<file path="src/rtl/trap_ctrl_if.sv">
// Pipeline <-> trap sequencer / CP0 interface.
// master: pipeline side (drives trap info, MTC0/MFC0 requests, interrupt lines).
// slave : trap_ctrl (drives CP0 values, stall/flush/redirect).
interface trap_ctrl_if;
  logic [31:0] excepttype;
  logic [31:0] pcM;
  logic        is_in_delayslotM;
  logic [31:0] bad_addrM;
  logic        mem_busy;
  logic [5:0]  int_i;
  logic        cp0_we;
  logic [4:0]  cp0_waddr;
  logic [31:0] cp0_wdata;
  logic [4:0]  cp0_raddr;
  logic [31:0] cp0_rdata;
  logic [31:0] cp0_status;
  logic [31:0] cp0_cause;
  logic [31:0] epc_o;
  logic        stall_req;
  logic        flush;
  logic        redirect_valid;
  logic [31:0] redirect_pc;

  modport master (
    output excepttype, pcM, is_in_delayslotM, bad_addrM, mem_busy, int_i,
           cp0_we, cp0_waddr, cp0_wdata, cp0_raddr,
    input  cp0_rdata, cp0_status, cp0_cause, epc_o,
           stall_req, flush, redirect_valid, redirect_pc
  );

  modport slave (
    input  excepttype, pcM, is_in_delayslotM, bad_addrM, mem_busy, int_i,
           cp0_we, cp0_waddr, cp0_wdata, cp0_raddr,
    output cp0_rdata, cp0_status, cp0_cause, epc_o,
           stall_req, flush, redirect_valid, redirect_pc
  );
endinterface

</file>
<file path="src/rtl/trap_ctrl.sv">
// Trap sequencer and CP0 register owner.
// Ports: clk, rst (sync, active-high), trap_if (slave): memory-stage trap info,
// data-SRAM busy, interrupt lines, MTC0/MFC0 ports in; CP0 values,
// stall_req (combinational), flush / redirect_valid / redirect_pc (registered) out.
module trap_ctrl #(
  parameter logic [31:0] RESET_VECTOR_EXC = 32'hBFC0_0380,
  parameter logic [31:0] STATUS_RESET     = 32'h0040_0000
) (
  input  logic        clk,
  input  logic        rst,
  trap_ctrl_if.slave  trap_if
);

  localparam logic [31:0] STATUS_WMASK = 32'h0000_FF03;
  localparam logic [31:0] EXC_ADEL     = 32'h0000_0004;
  localparam logic [31:0] EXC_ADES     = 32'h0000_0005;
  localparam logic [31:0] EXC_ERET     = 32'h0000_000E;
  localparam logic [4:0]  A_BADVADDR   = 5'd8;
  localparam logic [4:0]  A_COUNT      = 5'd9;
  localparam logic [4:0]  A_COMPARE    = 5'd11;
  localparam logic [4:0]  A_STATUS     = 5'd12;
  localparam logic [4:0]  A_CAUSE      = 5'd13;
  localparam logic [4:0]  A_EPC        = 5'd14;

  typedef enum logic [1:0] {IDLE, DRAIN, COMMIT} state_e;

  state_e      state_q;
  logic [31:0] status_q, cause_q, epc_q, badvaddr_q, count_q, compare_q;
  logic        tick_q;
  logic [31:0] lat_type_q, lat_pc_q, lat_bad_q;
  logic        lat_bd_q;
  logic        flush_q, redirect_valid_q;
  logic [31:0] redirect_pc_q;

  logic        trap_c, drain_c, stall_c, commit_c;
  logic [31:0] sel_type_c, sel_pc_c, sel_bad_c;
  logic        sel_bd_c, eret_c, addr_exc_c;
  logic        mtc_c, count_wr_c, cmp_wr_c, count_inc_c, ti_set_c;
  logic [31:0] count_d;

  // Trap detection, commit strobe and the trap fields used at commit.
  // In DRAIN the latched copy is used since the M stage may have moved on.
  always_comb begin
    trap_c     = (state_q == IDLE) && (trap_if.excepttype != 32'd0);
    drain_c    = (state_q == DRAIN);
    stall_c    = trap_c || drain_c;
    commit_c   = stall_c && !trap_if.mem_busy;
    sel_type_c = drain_c ? lat_type_q : trap_if.excepttype;
    sel_pc_c   = drain_c ? lat_pc_q   : trap_if.pcM;
    sel_bad_c  = drain_c ? lat_bad_q  : trap_if.bad_addrM;
    sel_bd_c   = drain_c ? lat_bd_q   : trap_if.is_in_delayslotM;
    eret_c     = (sel_type_c == EXC_ERET);
    addr_exc_c = (sel_type_c == EXC_ADEL) || (sel_type_c == EXC_ADES);
  end

  // MTC0 decode (dropped on a commit edge) and the Count/Compare timer.
  always_comb begin
    mtc_c       = trap_if.cp0_we && !commit_c;
    count_wr_c  = mtc_c && (trap_if.cp0_waddr == A_COUNT);
    cmp_wr_c    = mtc_c && (trap_if.cp0_waddr == A_COMPARE);
    count_inc_c = tick_q && !count_wr_c;
    count_d     = count_q;
    if (count_wr_c)       count_d = trap_if.cp0_wdata;
    else if (count_inc_c) count_d = count_q + 32'd1;
    // Match is checked on the increment edge against the new Count value.
    ti_set_c    = count_inc_c && (count_d == compare_q);
  end

  // Trap FSM and all CP0 state.
  always_ff @(posedge clk) begin
    if (rst) begin
      state_q          <= IDLE;
      status_q         <= STATUS_RESET;
      cause_q          <= 32'd0;
      epc_q            <= 32'd0;
      badvaddr_q       <= 32'd0;
      count_q          <= 32'd0;
      compare_q        <= 32'd0;
      tick_q           <= 1'b0;
      lat_type_q       <= 32'd0;
      lat_pc_q         <= 32'd0;
      lat_bad_q        <= 32'd0;
      lat_bd_q         <= 1'b0;
      flush_q          <= 1'b0;
      redirect_valid_q <= 1'b0;
      redirect_pc_q    <= 32'd0;
    end else begin
      tick_q  <= ~tick_q;
      count_q <= count_d;

      // TI: a Compare write clears it, otherwise a match sets it.
      if (cmp_wr_c)      cause_q[30] <= 1'b0;
      else if (ti_set_c) cause_q[30] <= 1'b1;
      cause_q[15:10] <= {trap_if.int_i[5] | cause_q[30], trap_if.int_i[4:0]};

      if (mtc_c) begin
        case (trap_if.cp0_waddr)
          A_COMPARE: compare_q    <= trap_if.cp0_wdata;
          A_STATUS:  status_q     <= (status_q & ~STATUS_WMASK) | (trap_if.cp0_wdata & STATUS_WMASK);
          A_CAUSE:   cause_q[9:8] <= trap_if.cp0_wdata[9:8];
          A_EPC:     epc_q        <= trap_if.cp0_wdata;
          default: ;
        endcase
      end

      if (trap_c) begin
        lat_type_q <= trap_if.excepttype;
        lat_pc_q   <= trap_if.pcM;
        lat_bad_q  <= trap_if.bad_addrM;
        lat_bd_q   <= trap_if.is_in_delayslotM;
      end

      // CP0 commit; EPC/BD are frozen while already at exception level.
      if (commit_c) begin
        if (eret_c) begin
          status_q[1] <= 1'b0;
        end else begin
          cause_q[6:2] <= sel_type_c[4:0];
          if (!status_q[1]) begin
            epc_q       <= sel_bd_c ? sel_pc_c - 32'd4 : sel_pc_c;
            cause_q[31] <= sel_bd_c;
          end
          status_q[1] <= 1'b1;
          if (addr_exc_c) badvaddr_q <= sel_bad_c;
        end
      end

      flush_q          <= commit_c;
      redirect_valid_q <= commit_c;
      redirect_pc_q    <= commit_c ? (eret_c ? epc_q : RESET_VECTOR_EXC) : 32'd0;

      case (state_q)
        IDLE:    if (trap_c) state_q <= trap_if.mem_busy ? DRAIN : COMMIT;
        DRAIN:   if (!trap_if.mem_busy) state_q <= COMMIT;
        COMMIT:  state_q <= IDLE;
        default: state_q <= IDLE;
      endcase
    end
  end

  // MFC0 read mux; not bypassed, writes show up the following cycle.
  always_comb begin
    case (trap_if.cp0_raddr)
      A_BADVADDR: trap_if.cp0_rdata = badvaddr_q;
      A_COUNT:    trap_if.cp0_rdata = count_q;
      A_COMPARE:  trap_if.cp0_rdata = compare_q;
      A_STATUS:   trap_if.cp0_rdata = status_q;
      A_CAUSE:    trap_if.cp0_rdata = cause_q;
      A_EPC:      trap_if.cp0_rdata = epc_q;
      default:    trap_if.cp0_rdata = 32'd0;
    endcase
  end

  assign trap_if.cp0_status     = status_q;
  assign trap_if.cp0_cause      = cause_q;
  assign trap_if.epc_o          = epc_q;
  assign trap_if.stall_req      = stall_c;
  assign trap_if.flush          = flush_q;
  assign trap_if.redirect_valid = redirect_valid_q;
  assign trap_if.redirect_pc    = redirect_pc_q;

endmodule

</file>
<file path="src/flat_wrapper.sv">
// flat-port wrapper written by rule: the top's interface ports become plain ports
module trap_ctrl_flat 
#(
  parameter logic [31:0] RESET_VECTOR_EXC = 32'hBFC0_0380,
  parameter logic [31:0] STATUS_RESET     = 32'h0040_0000
)
  (clk, rst, trap_if_excepttype, trap_if_pcM, trap_if_is_in_delayslotM, trap_if_bad_addrM, trap_if_mem_busy, trap_if_int_i, trap_if_cp0_we, trap_if_cp0_waddr, trap_if_cp0_wdata, trap_if_cp0_raddr, trap_if_cp0_rdata, trap_if_cp0_status, trap_if_cp0_cause, trap_if_epc_o, trap_if_stall_req, trap_if_flush, trap_if_redirect_valid, trap_if_redirect_pc);
  trap_ctrl_if trap_if_i ();
  input  logic clk;
  input  logic rst;
  input wire logic [$bits(trap_if_i.excepttype)-1:0] trap_if_excepttype;
  input wire logic [$bits(trap_if_i.pcM)-1:0] trap_if_pcM;
  input wire logic [$bits(trap_if_i.is_in_delayslotM)-1:0] trap_if_is_in_delayslotM;
  input wire logic [$bits(trap_if_i.bad_addrM)-1:0] trap_if_bad_addrM;
  input wire logic [$bits(trap_if_i.mem_busy)-1:0] trap_if_mem_busy;
  input wire logic [$bits(trap_if_i.int_i)-1:0] trap_if_int_i;
  input wire logic [$bits(trap_if_i.cp0_we)-1:0] trap_if_cp0_we;
  input wire logic [$bits(trap_if_i.cp0_waddr)-1:0] trap_if_cp0_waddr;
  input wire logic [$bits(trap_if_i.cp0_wdata)-1:0] trap_if_cp0_wdata;
  input wire logic [$bits(trap_if_i.cp0_raddr)-1:0] trap_if_cp0_raddr;
  output wire logic [$bits(trap_if_i.cp0_rdata)-1:0] trap_if_cp0_rdata;
  output wire logic [$bits(trap_if_i.cp0_status)-1:0] trap_if_cp0_status;
  output wire logic [$bits(trap_if_i.cp0_cause)-1:0] trap_if_cp0_cause;
  output wire logic [$bits(trap_if_i.epc_o)-1:0] trap_if_epc_o;
  output wire logic [$bits(trap_if_i.stall_req)-1:0] trap_if_stall_req;
  output wire logic [$bits(trap_if_i.flush)-1:0] trap_if_flush;
  output wire logic [$bits(trap_if_i.redirect_valid)-1:0] trap_if_redirect_valid;
  output wire logic [$bits(trap_if_i.redirect_pc)-1:0] trap_if_redirect_pc;
  assign trap_if_i.excepttype = trap_if_excepttype;
  assign trap_if_i.pcM = trap_if_pcM;
  assign trap_if_i.is_in_delayslotM = trap_if_is_in_delayslotM;
  assign trap_if_i.bad_addrM = trap_if_bad_addrM;
  assign trap_if_i.mem_busy = trap_if_mem_busy;
  assign trap_if_i.int_i = trap_if_int_i;
  assign trap_if_i.cp0_we = trap_if_cp0_we;
  assign trap_if_i.cp0_waddr = trap_if_cp0_waddr;
  assign trap_if_i.cp0_wdata = trap_if_cp0_wdata;
  assign trap_if_i.cp0_raddr = trap_if_cp0_raddr;
  assign trap_if_cp0_rdata = trap_if_i.cp0_rdata;
  assign trap_if_cp0_status = trap_if_i.cp0_status;
  assign trap_if_cp0_cause = trap_if_i.cp0_cause;
  assign trap_if_epc_o = trap_if_i.epc_o;
  assign trap_if_stall_req = trap_if_i.stall_req;
  assign trap_if_flush = trap_if_i.flush;
  assign trap_if_redirect_valid = trap_if_i.redirect_valid;
  assign trap_if_redirect_pc = trap_if_i.redirect_pc;
  trap_ctrl #(.RESET_VECTOR_EXC(RESET_VECTOR_EXC), .STATUS_RESET(STATUS_RESET)) u_core (.clk(clk), .rst(rst), .trap_if(trap_if_i));
endmodule
</file>
<file path="config.mk">
export PLATFORM = sky130hd
export DESIGN_NAME = trap_ctrl_flat
export DESIGN_NICKNAME = d
export VERILOG_FILES = /design/src/rtl/trap_ctrl_if.sv /design/src/rtl/trap_ctrl.sv /design/src/flat_wrapper.sv
export SDC_FILE = /design/constraint.sdc
export NUM_CORES = 1
export LEC_CHECK = 0
export ABC_AREA = 1
export BUFFER_PORTS_ARGS = -buffer_cell sky130_fd_sc_hd__buf_2
export CORE_MARGIN = 1.5
export CORE_UTILIZATION = 55
export CTS_CLUSTER_SIZE = 20
export DETAILED_ROUTE_END_ITERATION = 7
export GPL_TIMING_DRIVEN = 0
export PLACE_DENSITY = 0.9
export SLEW_MARGIN = 20
export SYNTH_ARGS = -nofsm -noshare
export SYNTH_HDL_FRONTEND = slang
export SYNTH_SLANG_ARGS = --single-unit
</file>
<file path="constraint.sdc">
create_clock -name clk -period 2.9 [get_ports clk]
set_input_delay 0.58 -clock clk [delete_from_list [all_inputs] [get_ports clk]]
set_output_delay 0.58 -clock clk [all_outputs]
set_load 0.02 [all_outputs]
</file>
; ---- After elaboration in Yosys (flattened, before gate mapping)
; Cells that the tools add are included.
[totals]
register_bits = 308
inputBits = 149
word_cells = 95
[op_classes]
addsub = 2
n_eq_ne = 18
n_mux = 22
bitwise = 6
n_reduce_logical = 27
[ops]
columns = operator, count
row1 = $mux W32, 12
row2 = $pmux W32 S6, 1
row3 = $eq A32 B3 Y1 const B, 2
row4 = $eq A5 B4 Y1 const B, 11
row5 = $add A32 B1 Y32 const B, 1
row6 = $eq A32 B32 Y1, 1
row7 = $eq A32 B4 Y1 const B, 1
row8 = $or A32 B16 Y32, 1
row9 = $reduce_bool A32 Y1, 1
row10 = $sub A32 B3 Y32 const B, 1
row11 = $reduce_and A2 Y1, 6
row12 = $mux W2, 5
row13 = $logic_and A1 B1 Y1, 7
row14 = $reduce_and A3 Y1, 2
row15 = $not A1 Y1, 4
row16 = $pmux W2 S2, 1
row17 = $reduce_bool A2 Y1, 2
row18 = $reduce_or A2 Y1, 2
row19 = $logic_not A1 Y1, 3
row20 = $mux W1, 3
row21 = $reduce_or A3 Y1, 1
row22 = $eq A2 B1 Y1 const B, 1
row23 = $logic_not A2 Y1, 1
row24 = $logic_or A1 B1 Y1, 2
row25 = other kinds (3), 3

; ---- Depth between registers and ports, before layout
[depth]
depth_word = 13
ltp_mapped = 21
mapped_depth_nobuf = 20

; ---- Worst setup path before layout
; Ideal clock, no wire load.
[synth_timing]
kind = input to output
from = in trap_if_cp0_raddr[3]
to = out trap_if_cp0_rdata[16]
t_arrival_ps = 1950
path_slack_ps = 370
cell_stages = 7
path_buffers = 1
cell_sequence = inv_1 -> nor2_1 -> nand2_1 -> nor3_1 -> clkbuf_1 -> a221oi_1 -> o21ai_0
[synth_via]
elab_chain_len = 2
elab_cells_between_ends = 7
classes_between = 6 x eq/ne / 1 x mux
[synth_lines]
columns = item, line_no
row1 = from (decl), flat_wrapper.sv:20  ; input wire logic [$bits(trap_if_i.cp0_raddr)-1:0] trap_if_cp0_raddr;
row2 = $eq A5 B4 Y1, trap_ctrl.sv:143  ; case (trap_if.cp0_raddr)
row3 = $pmux W32 S6 (*), trap_ctrl.sv:143
row4 = to (decl), flat_wrapper.sv:21  ; output wire logic [$bits(trap_if_i.cp0_rdata)-1:0] trap_if_cp0_rdata;
; Mark *: on every way between the ends. The rest lies on a longest branch, timed or not.

; ---- Worst setup path in the final report
[layout_timing]
from = in trap_if_cp0_raddr[1]
to = out trap_if_cp0_rdata[2]
; Same word-level chain as after synthesis.

==> out/results.tsv <==
metric	value	unit
cts_buffers	30	
nets	2612	
wirelength	60200	µm
io_buffers	272	
ys.flop_type	dfxtp_1	
cp_max_fo	10	
die_y	166	µm
place.gp.congestion	1.05	
fp.dieW	166	µm
synth-xor-area-share	0.0216	
p_seq_frac	0.453	
die-area	27500	µm²
drcViolationCount	5	
worstSetupEndpointType	primary output	
synth_compound_area_frac	0.193	
antenna_found_initial	3	
p_int	0.00671	W
rsz0062_at_grt	yes	
clockBufferDepth	3	
relSlewSlack	0.237	
postRouteAntennaNets	0	
initial_utilization	0.560	
cp.arrival	2310	ps
synth_cell_types	53	
max-cap-violations	0	
powerDensity	533	nW/µm²
clock_skew	13.1	ps
p_switching	0.00277	W
critPathRequiredTime	2320	ps
maxSlewViolCount	0	
place_hpwl	46400	µm
fmax	346	MHz
fin_util	0.683	
cts_htree_levels	1	
clock-sinks	286	
holdWs	216	ps
avgSynthCellArea	6.92	µm²
cts_tree	built	
rows	59	
grt_max_degree	16	
grt_pass1_wl	88700	µm
clkPwrFrac	0.394	
via_per_inst	5.87	
synth_top_family_by_area	simple AND/OR/NAND/NOR gates	
status	complete, but fails checks	
violations	design-rule violations	
setup_violations	0	
num_vias	16500	
power_switching_share	0.292	
clkTransAtPathRegs	60	ps
synth_enable_flop_cells	0	
p_comb_frac	0.153	
ys_async_sr_fraction	0	
hold_violations	0	
overflow	0	
core_area	26100	µm²
layout-drive-gt1-share	0.216	
period_share	0.998	
cp-start-kind	input pin	
synth-simple-area-share	0.273	
peakVddDrop	0.524	mV
hold_path.class	input pin to register	
firstDrtPassIters	8	
syn_to_final_growth	21.8	%
synthMuxAreaShare	0.00548	
synth_adder_area_share	0.00171	
synth.most_common_cell	nor2_1	
synth_commonest_cells	nor2_1, nand2_1, dfxtp_1, inv_1, o21ai_0	
syn_area	14600	µm²
ys_warn_count	0	
wl_per_cell	21.4	µm
synth_area_leader_cell	dfxtp_1	
clk_latency	570	ps
fin_crit	2890	ps
synth-seq-cells	286	
worstMarginPinSlew	1150	ps
p_leak	8.13	nW
cts-hold-fix-buffers	0	
grt.total_usage	0.419	
drt_iter0_drc	2192	
ys_seq_area_frac	0.392	
synth.area.top_cells	dfxtp_1, nor2_1, nand2_1, o21ai_0, inv_1	
r2r_slack	100	ps
crit_type	input pin to primary output	
root_buffer	clkbuf_16	
synth_top_area_frac	0.392	
grt_pass1_vias	15000	
netlist_instances	2109	
io_pins	312	
-- power groups by stage --
stage | Sequential (W) | Combinational (W) | Clock [W]
global placement | 0.00435 | 0.00135 | 0
global route | 0.00430 | 0.00156 | 0.00388
finish | 0.00429 | 0.00145 | 0.00373
CTS | 0.00428 | 0.00139 | 0.00372
floorplan | 0.00438 | 0.000801 | 0
detailed placement | 0.00436 | 0.00138 | 0
-- area by class of cell --
cell class              instances  area (µm²)
multi-input cells            1478        7560
clock buffers                  44         853
diodes                          2        5.00
fillers                      2237        8270
inverters                     231         870
flip-flops and latches        286        5730
plain buffers                 150         817
clock inverters                 7        71.3
repair buffers                284        1460
well taps                     335         419
-- path summary, 6_finish.rpt --
kind / to / startpoint / cells after the start
setup / recovery: trap_if_cp0_rdata[2] / trap_if_cp0_raddr[1] / 8
hold reg to reg: u_core.lat_type_q[16] / u_core.lat_type_q[16] / 2
setup reg to reg: u_core.trap_if.cp0_cause[30] / u_core.count_q[0] / 17
hold / removal: u_core.trap_if.cp0_cause[11] / trap_if_int_i[1] / 3
-- stage by stage --
stage | cells | TNS (ps) | power [W] | area, µm² | setup WS, ps
2_1_floorplan | 2146 | 0 | 0.00519 | 14700 | 370
3_3_place_gp | 2753 | -110850 | 0.00570 | 16500 | -1410
3_5_place_dp | 2755 | -21380 | 0.00574 | 16500 | -572
4_1_cts | 2809 | -26.8 | 0.00939 | 17600 | -19.3
5_1_grt | 2817 | -82.6 | 0.00974 | 17800 | -65.5
6_report | 2817 | 0 | 0.00948 | 17800 | 5.77
-- flip-flops by register name (all words and copies together) (netlist names) --
name	flops
u_core.lat_type_q	32
u_core.trap_if.cp0_status	10
u_core.trap_if.redirect_pc	32
u_core.compare_q	32
u_core.lat_bad_q	32
u_core.badvaddr_q	32
u_core.lat_pc_q	32
u_core.state_q	2
u_core.count_q	32
u_core.tick_q	1
u_core.trap_if.epc_o	32
u_core.trap_if.flush	1
u_core.trap_if.cp0_cause	15
u_core.lat_bd_q	1
-- cells in the final DEF (no fill, tap or decap), drive strengths merged, types with 2 or more instances in the layout --
| cell type | Yosys | layout |
|---|---|---|
| nand2 | 351 | 351 |
| buf | 62 | 348 |
| nor2 | 344 | 344 |
| dfxtp | 286 | 286 |
| inv | 230 | 230 |
| o21ai | 227 | 227 |
| a21oi | 154 | 154 |
| clkbuf | 89 | 130 |
| nand3 | 83 | 83 |
| or2 | 49 | 49 |
| o211ai | 45 | 45 |
| conb | 2 | 39 |
| nor3 | 33 | 33 |
| nand4 | 26 | 26 |
| xor2 | 25 | 25 |
| a221oi | 23 | 23 |
| a31oi | 12 | 12 |
| xnor2 | 11 | 11 |
| o2111ai | 9 | 9 |
| a22oi | 9 | 9 |
| mux2i | 8 | 8 |
| a211oi | 8 | 8 |
| clkinv | 1 | 7 |
| nand3b | 6 | 6 |
| nor4 | 6 | 6 |
| o22ai | 3 | 3 |
| diode | 0 | 2 |
| o221ai | 2 | 2 |
| ha | 2 | 2 |
-- metal layers --
| layer | GRT usage | wire length, µm |
|---|---|---|
| met4 | 0.247 | 4120 |
| met2 | 0.651 | 26100 |
| met1 | 0.544 | 23000 |
| met5 | 0 | 7 |
| met3 | 0.0779 | 6940 |
-- cell families after synthesis --
family / after synthesis
buffers and inverters: 382
multiplexers: 8
AND/OR/NAND/NOR: 899
other: 2
adder cells (fa/ha/maj): 2
flip-flops: 286
XOR/XNOR: 36
AO/OA/AOI/OAI: 494
-- critical path, stage by stage --
cell and delay, ps:
buf_2 130, inv_1 120, nand2_1 140, nor2_4 320
clkbuf_4 380, a22oi_1 200, o2111ai_1 200, buf_4 220
-- what timing repair did --
action	4_1_cts	5_1_grt
resized for setup	25	58
gates cloned	0	0
pin swaps	1	7
buffers inserted	3	7
endpoints found under the setup margin	33	77
No activity file was read; power rests on OpenSTA's default activity.
